$ cat src/rtl/bus_sync_rx_pkg.sv
// Purpose: shared constants for the toggle-request CDC receive path.
// Latency: n/a (constants and an elaboration-time helper only).
// Backpressure: n/a.
package bus_sync_rx_pkg;

    localparam int DEF_NUM_STAGES  = 2;
    localparam int MIN_SYNC_STAGES = 2;
    localparam int MAX_SYNC_STAGES = 4;
    localparam int XFER_COUNT_W    = 8;

    // Depths below two give no MTBF margin; above four only adds latency.
    function automatic bit sync_depth_ok(input int depth);
        return (depth >= MIN_SYNC_STAGES) && (depth <= MAX_SYNC_STAGES);
    endfunction

endpackage

$ cat src/rtl/multi_flop_sync.sv
// Purpose: single-bit level synchronizer, NUM_STAGES-deep flop chain, resets to 0.
// Latency: async_in visible on sync_out NUM_STAGES rising edges after capture.
// Backpressure: none; a level crossing, it always follows its input.
// Ports: clk, rst (sync active-high), async_in (foreign-domain level), sync_out.
module multi_flop_sync
    import bus_sync_rx_pkg::*;
#(
    parameter int NUM_STAGES = DEF_NUM_STAGES
) (
    input  logic clk,
    input  logic rst,
    input  logic async_in,
    output logic sync_out
);

    // Pure flop-to-flop chain: any logic between stages would eat into the
    // resolution time the extra stages exist to provide.
    logic [NUM_STAGES-1:0] sync_q;

    always_ff @(posedge clk) begin
        if (rst) begin
            sync_q <= '0;
        end else begin
            sync_q <= {sync_q[NUM_STAGES-2:0], async_in};
        end
    end

    assign sync_out = sync_q[NUM_STAGES-1];

endmodule

$ cat src/rtl/bus_sync_rx.sv
// Purpose: destination end of the toggle-request bus handshake; captures a word per REQ toggle.
// Latency: SYNC_BUS/ENABLE_PULSE/ACK_TOGGLE update NUM_STAGES+1 edges after REQ_TOGGLE is first sampled.
// Backpressure: none locally; the source is throttled by waiting for ACK_TOGGLE to match REQ_TOGGLE.
// Ports: CLK, RST (sync active-high); UNSYNC_BUS + REQ_TOGGLE from the source domain;
//        SYNC_BUS (captured word), ENABLE_PULSE (1-cycle strobe), ACK_TOGGLE (to source),
//        XFER_COUNT (accepted transfers, wraps).
module bus_sync_rx
    import bus_sync_rx_pkg::*;
#(
    parameter int NUM_STAGES = DEF_NUM_STAGES,
    parameter int BUS_WIDTH  = 8
) (
    input  logic                    CLK,
    input  logic                    RST,
    input  logic [BUS_WIDTH-1:0]    UNSYNC_BUS,
    input  logic                    REQ_TOGGLE,
    output logic [BUS_WIDTH-1:0]    SYNC_BUS,
    output logic                    ENABLE_PULSE,
    output logic                    ACK_TOGGLE,
    output logic [XFER_COUNT_W-1:0] XFER_COUNT
);

    if (!sync_depth_ok(NUM_STAGES)) begin : g_bad_depth
        $error("bus_sync_rx: NUM_STAGES=%0d outside %0d..%0d",
               NUM_STAGES, MIN_SYNC_STAGES, MAX_SYNC_STAGES);
    end
    if (BUS_WIDTH < 1) begin : g_bad_width
        $error("bus_sync_rx: BUS_WIDTH=%0d must be at least 1", BUS_WIDTH);
    end

    logic req_s;
    logic req_d;
    logic req_edge;

    multi_flop_sync #(
        .NUM_STAGES (NUM_STAGES)
    ) u_req_sync (
        .clk      (CLK),
        .rst      (RST),
        .async_in (REQ_TOGGLE),
        .sync_out (req_s)
    );

    // Either polarity of the synchronized toggle is one new word.
    assign req_edge = req_s ^ req_d;

    // UNSYNC_BUS is sampled only on the edge cycle: the source has held it
    // stable since before it toggled REQ, so no per-bit synchronization.
    always_ff @(posedge CLK) begin
        if (RST) begin
            req_d        <= 1'b0;
            SYNC_BUS     <= '0;
            ENABLE_PULSE <= 1'b0;
            ACK_TOGGLE   <= 1'b0;
            XFER_COUNT   <= '0;
        end else begin
            req_d        <= req_s;
            ENABLE_PULSE <= req_edge;
            if (req_edge) begin
                SYNC_BUS   <= UNSYNC_BUS;
                ACK_TOGGLE <= ~ACK_TOGGLE;
                XFER_COUNT <= XFER_COUNT + XFER_COUNT_W'(1);
            end
        end
    end

endmodule
$ cat config.mk
export PLATFORM = sky130hd
export DESIGN_NAME = bus_sync_rx
export DESIGN_NICKNAME = d
export VERILOG_FILES = /design/src/rtl/bus_sync_rx_pkg.sv /design/src/rtl/multi_flop_sync.sv /design/src/rtl/bus_sync_rx.sv
export SDC_FILE = /design/constraint.sdc
export NUM_CORES = 1
export LEC_CHECK = 0
export ABC_AREA = 0
export CAP_MARGIN = 10
export CORE_ASPECT_RATIO = 1.25
export CORE_MARGIN = 1
export CORE_UTILIZATION = 42
export CTS_CLUSTER_DIAMETER = 120
export DETAILED_ROUTE_END_ITERATION = 16
export GPL_TIMING_DRIVEN = 1
export PLACE_DENSITY = 0.84
export SLEW_MARGIN = 10
export SYNTH_ARGS = -nofsm -noshare
export SYNTH_HDL_FRONTEND = slang
export SYNTH_SLANG_ARGS = --single-unit
$ cat constraint.sdc
create_clock -name CLK -period 1.85 [get_ports CLK]
set_clock_uncertainty 0.15 [all_clocks]
set_input_delay 0.185 -clock CLK [delete_from_list [all_inputs] [get_ports CLK]]
set_output_delay 0.185 -clock CLK [all_outputs]
set_load 0.03 [all_outputs]
==> impl_metrics.toml <==
[sta]
worst_slack_on_hold_paths_ns = 0.275
fin_tns_setup_ns = 0
report.final.hold_viol_count = 0
layout_setup_ws_ns = 0.0911
timing.final.crit_share = 0.951
worstMarginPinSlew_ns = 0.348
report.final.slew_viol_count = 0
min_period_ns = 1.76
slew_headroom = 0.767
clock.fmax_mhz = 569
unrepaired_setup_endpoints_after_global_routing = "false"
setup-violations-final = 0

[logic_synthesis]
synth_largest_area_cell = "sky130_fd_sc_hd__dfxtp_1"
syn-mean-instance-area_um2 = 8.63
synth.lib_cells_used.distinct = 19
post_synth_design_cell_area_um2 = 777
yosys.area.top_type_share = 0.541
synth_warn = 0
netlist_instances = 90
ys_seq_area_frac = 0.541
synth.top_cells.by_area = "sky130_fd_sc_hd__dfxtp_1, sky130_fd_sc_hd__a21oi_1, sky130_fd_sc_hd__nand2_1"
synth_fp_nets = 102
yosys_register_bits = 21

[finish]
flow.area_growth_from_synthesis_pct = 43.5
antennaDiodeCount = 0
drive_above_1_share = 0.0579
design.final.nets = 134
final.fill_count = 151

[detailed_routing]
antenna_left = 0
dr_vias_cell = 5.16
vias = 723
drt-initial-drc-count = 11
routed_wl_mm = 1.55
remaining_drc_errors = 0
drt-pass1-iter-count = 4
wl_per_cell_um = 11.1

[clock_network]
clock_tree.root_cell = "sky130_fd_sc_hd__clkbuf_4"
number_of_gates_resized_after_cts = 0
total_number_of_h_tree_levels = 1
cts_made_buffers = 3
clk_transition_reported_paths_ns = 0.12
worstSkewPairLatency_ns = 0.30
cts.sink_count = 21
cts_tree = "built"
cts_max_path_buffers = 2
ctsHoldBuffers = 0
cts_setup_buffers = 0

[min_path]
hold_class = "in -> reg"
hold_path_startpoint = "UNSYNC_BUS[7]"
hold_path_end = "SYNC_BUS[7]$_SDFFE_PP0P_"
hold_depth = 3

[die]
total_core_area_mm2 = 0.00174
dieHeight_um = 50.1
standard_cell_rows = 17
ios = 29
start_util = 0.445
die-width_um = 40.5
design.die.area_mm2 = 0.00203

[setup_path]
crit_chain = "clkdlybuf4s50_1"
critical-path-top-delay-family = "buffers and inverters"
regToRegStartpoint = "XFER_COUNT[0]$_SDFFE_PP0P_"
startpoint_type = "flop"
r2r_slack_ns = 0.26
path_buf_inv = 1
cp_slowest_cell = "sky130_fd_sc_hd__clkdlybuf4s50_1"
crit_path_max_incr_delay_ns = 0.70
timing.critical_path.arrival_ns = 1.42
worstReg2RegEnd = "XFER_COUNT[6]$_SDFFE_PP0P_"
worstSetupPathType = "reg -> out"
critPathMaxFanout = 6
wp_data_required_ns = 1.51
worstRegToRegCells = 4
worst_setup_path_end_kind = "output pin"

[run]
cap_viol_max_count = 0

[global_routing]
grt-ovfl-total = 0
pin_count_of_the_biggest_net_entering_global_routing = 22
grt.total_usage = 0.181
first_pass_grt_wire_length_mm = 2.52
vias_in_the_first_global_route = 608
grt_antenna_before_repair = 0

[run_status]
run_status = "finished clean"

[placed_design]
io_buffers = 28
detailed_place_hpwl_mm = 1.15
preCtsSetupSlack_ns = 0.272
place.gp.congestion = 0.671

[pwr]
power.leakage_uw = 0.000383
ir_drop_v = 0.000464
power.density_cell_area_mw_per_mm2 = 735
[worst reg2reg max path: cells and delay by family (launching register included)]
| kind | cells | cell delay [ns] |
|---|---|---|
| simple gates | 2 | 0.62 |
| flops | 1 | 0.43 |
| fa+ha+maj | 1 | 0.20 |
| compound gates | 1 | 0.14 |
[through the flow]
stage / total power (µW) / area [µm²] / instances / utilization
after floorplan: 552 / 777 / 90 / -
after global placement: 610 / 1090 / 136 / 0.624
after detailed placement: 613 / 1090 / 136 / 0.624
after CTS: 827 / 1110 / 140 / 0.639
after global routing: 851 / 1110 / 140 / 0.639
final: 819 / 1110 / 140 / 0.639
[power breakdown]
group / leakage [µW] / total [µW] / internal, µW / switching, µW
logic: 0.000197 / 124 / 59.7 / 64.1
clock network: 0.0000150 / 217 / 83.9 / 133
registers: 0.000171 / 479 / 468 / 10.2
[cells in the mapped netlist]
library cell and n:
sky130_fd_sc_hd__xor2_1 1, sky130_fd_sc_hd__or3_1 3, sky130_fd_sc_hd__nor3_1 1, sky130_fd_sc_hd__nand2_1 19, sky130_fd_sc_hd__nor2b_1 3, sky130_fd_sc_hd__o21ai_0 3
sky130_fd_sc_hd__xnor2_1 2, sky130_fd_sc_hd__clkbuf_1 2, sky130_fd_sc_hd__ha_1 1, sky130_fd_sc_hd__and2_1 1, sky130_fd_sc_hd__dfxtp_1 21, sky130_fd_sc_hd__inv_1 2
sky130_fd_sc_hd__nand3_1 3, sky130_fd_sc_hd__a21oi_1 15, sky130_fd_sc_hd__o31ai_1 3, sky130_fd_sc_hd__nor2_1 3, sky130_fd_sc_hd__nand4_1 1, sky130_fd_sc_hd__buf_2 3
sky130_fd_sc_hd__or4_1 3
[metal layers]
layer,track usage,vias up,part of all wire
li1,-,367,-
met4,0.133,0,0.032
met2,0.257,24,0.46
met5,0,-,0
met1,0.226,326,0.45
met3,0.0405,6,0.052
[registers in the layout, summed over array words and instances (netlist names)]
| name | count |
|---|---|
| ENABLE_PULSE | 1 |
| u_req_sync.sync_q | 2 |
| XFER_COUNT | 8 |
| req_d | 1 |
| ACK_TOGGLE | 1 |
| SYNC_BUS | 8 |
[worst max-delay path by stage]
stage	start	to	slack (ns)	cells past startpoint
2_1_floorplan	XFER_COUNT[0]$_SDFFE_PP0P_	XFER_COUNT[6]$_SDFFE_PP0P_	0.15	4
3_3_place_gp	XFER_COUNT[0]$_SDFFE_PP0P_	XFER_COUNT[6]$_SDFFE_PP0P_	0.35	4
3_5_place_dp	XFER_COUNT[0]$_SDFFE_PP0P_	XFER_COUNT[6]$_SDFFE_PP0P_	0.27	4
4_1_cts	XFER_COUNT[0]$_SDFFE_PP0P_	XFER_COUNT[0]	0.08	1
5_1_grt	XFER_COUNT[0]$_SDFFE_PP0P_	XFER_COUNT[0]	0.001	1
6_report	XFER_COUNT[0]$_SDFFE_PP0P_	XFER_COUNT[0]	0.09	1
[layout by cell type (no fill, tap or decap)]
cell / synthesis / routed
sky130_fd_sc_hd__a21oi_1: 15 / 15
sky130_fd_sc_hd__and2_1: 1 / 1
sky130_fd_sc_hd__buf_4: 0 / 4
sky130_fd_sc_hd__clkbuf_1: 2 / 1
sky130_fd_sc_hd__clkbuf_4: 0 / 3
sky130_fd_sc_hd__clkdlybuf4s50_1: 0 / 28
sky130_fd_sc_hd__dfxtp_1: 21 / 21
sky130_fd_sc_hd__ha_1: 1 / 1
sky130_fd_sc_hd__inv_1: 2 / 2
sky130_fd_sc_hd__nand2_1: 19 / 19
sky130_fd_sc_hd__nand3_1: 3 / 3
sky130_fd_sc_hd__nand4_1: 1 / 1
sky130_fd_sc_hd__nor2_1: 3 / 3
sky130_fd_sc_hd__nor2b_1: 3 / 3
sky130_fd_sc_hd__nor3_1: 1 / 1
sky130_fd_sc_hd__o21ai_0: 3 / 3
sky130_fd_sc_hd__o31ai_1: 3 / 3
sky130_fd_sc_hd__or3_1: 3 / 3
sky130_fd_sc_hd__or4_1: 3 / 3
sky130_fd_sc_hd__xnor2_1: 2 / 2
sky130_fd_sc_hd__xor2_1: 1 / 1
[cell type report]
cell class | instances | area, µm² | area share
repair buffers | 32 | 310 | 0.278
multi-input cells | 62 | 327 | 0.293
well taps | 19 | 23.8 | 0.0213
flip-flops and latches | 21 | 420 | 0.377
inverters | 2 | 7.51 | 0.00673
clock buffers | 4 | 26.3 | 0.0236
[kinds of logic after synthesis]
family,count (synthesis),share of synthesized area
flops,21,0.541
fa+ha+maj,1,0.0161
buf+inv,7,0.0386
simple gates,37,0.225
compound gates,21,0.145
xor+xnor,3,0.0338
Note: power is estimated with default switching activity, not from simulation.
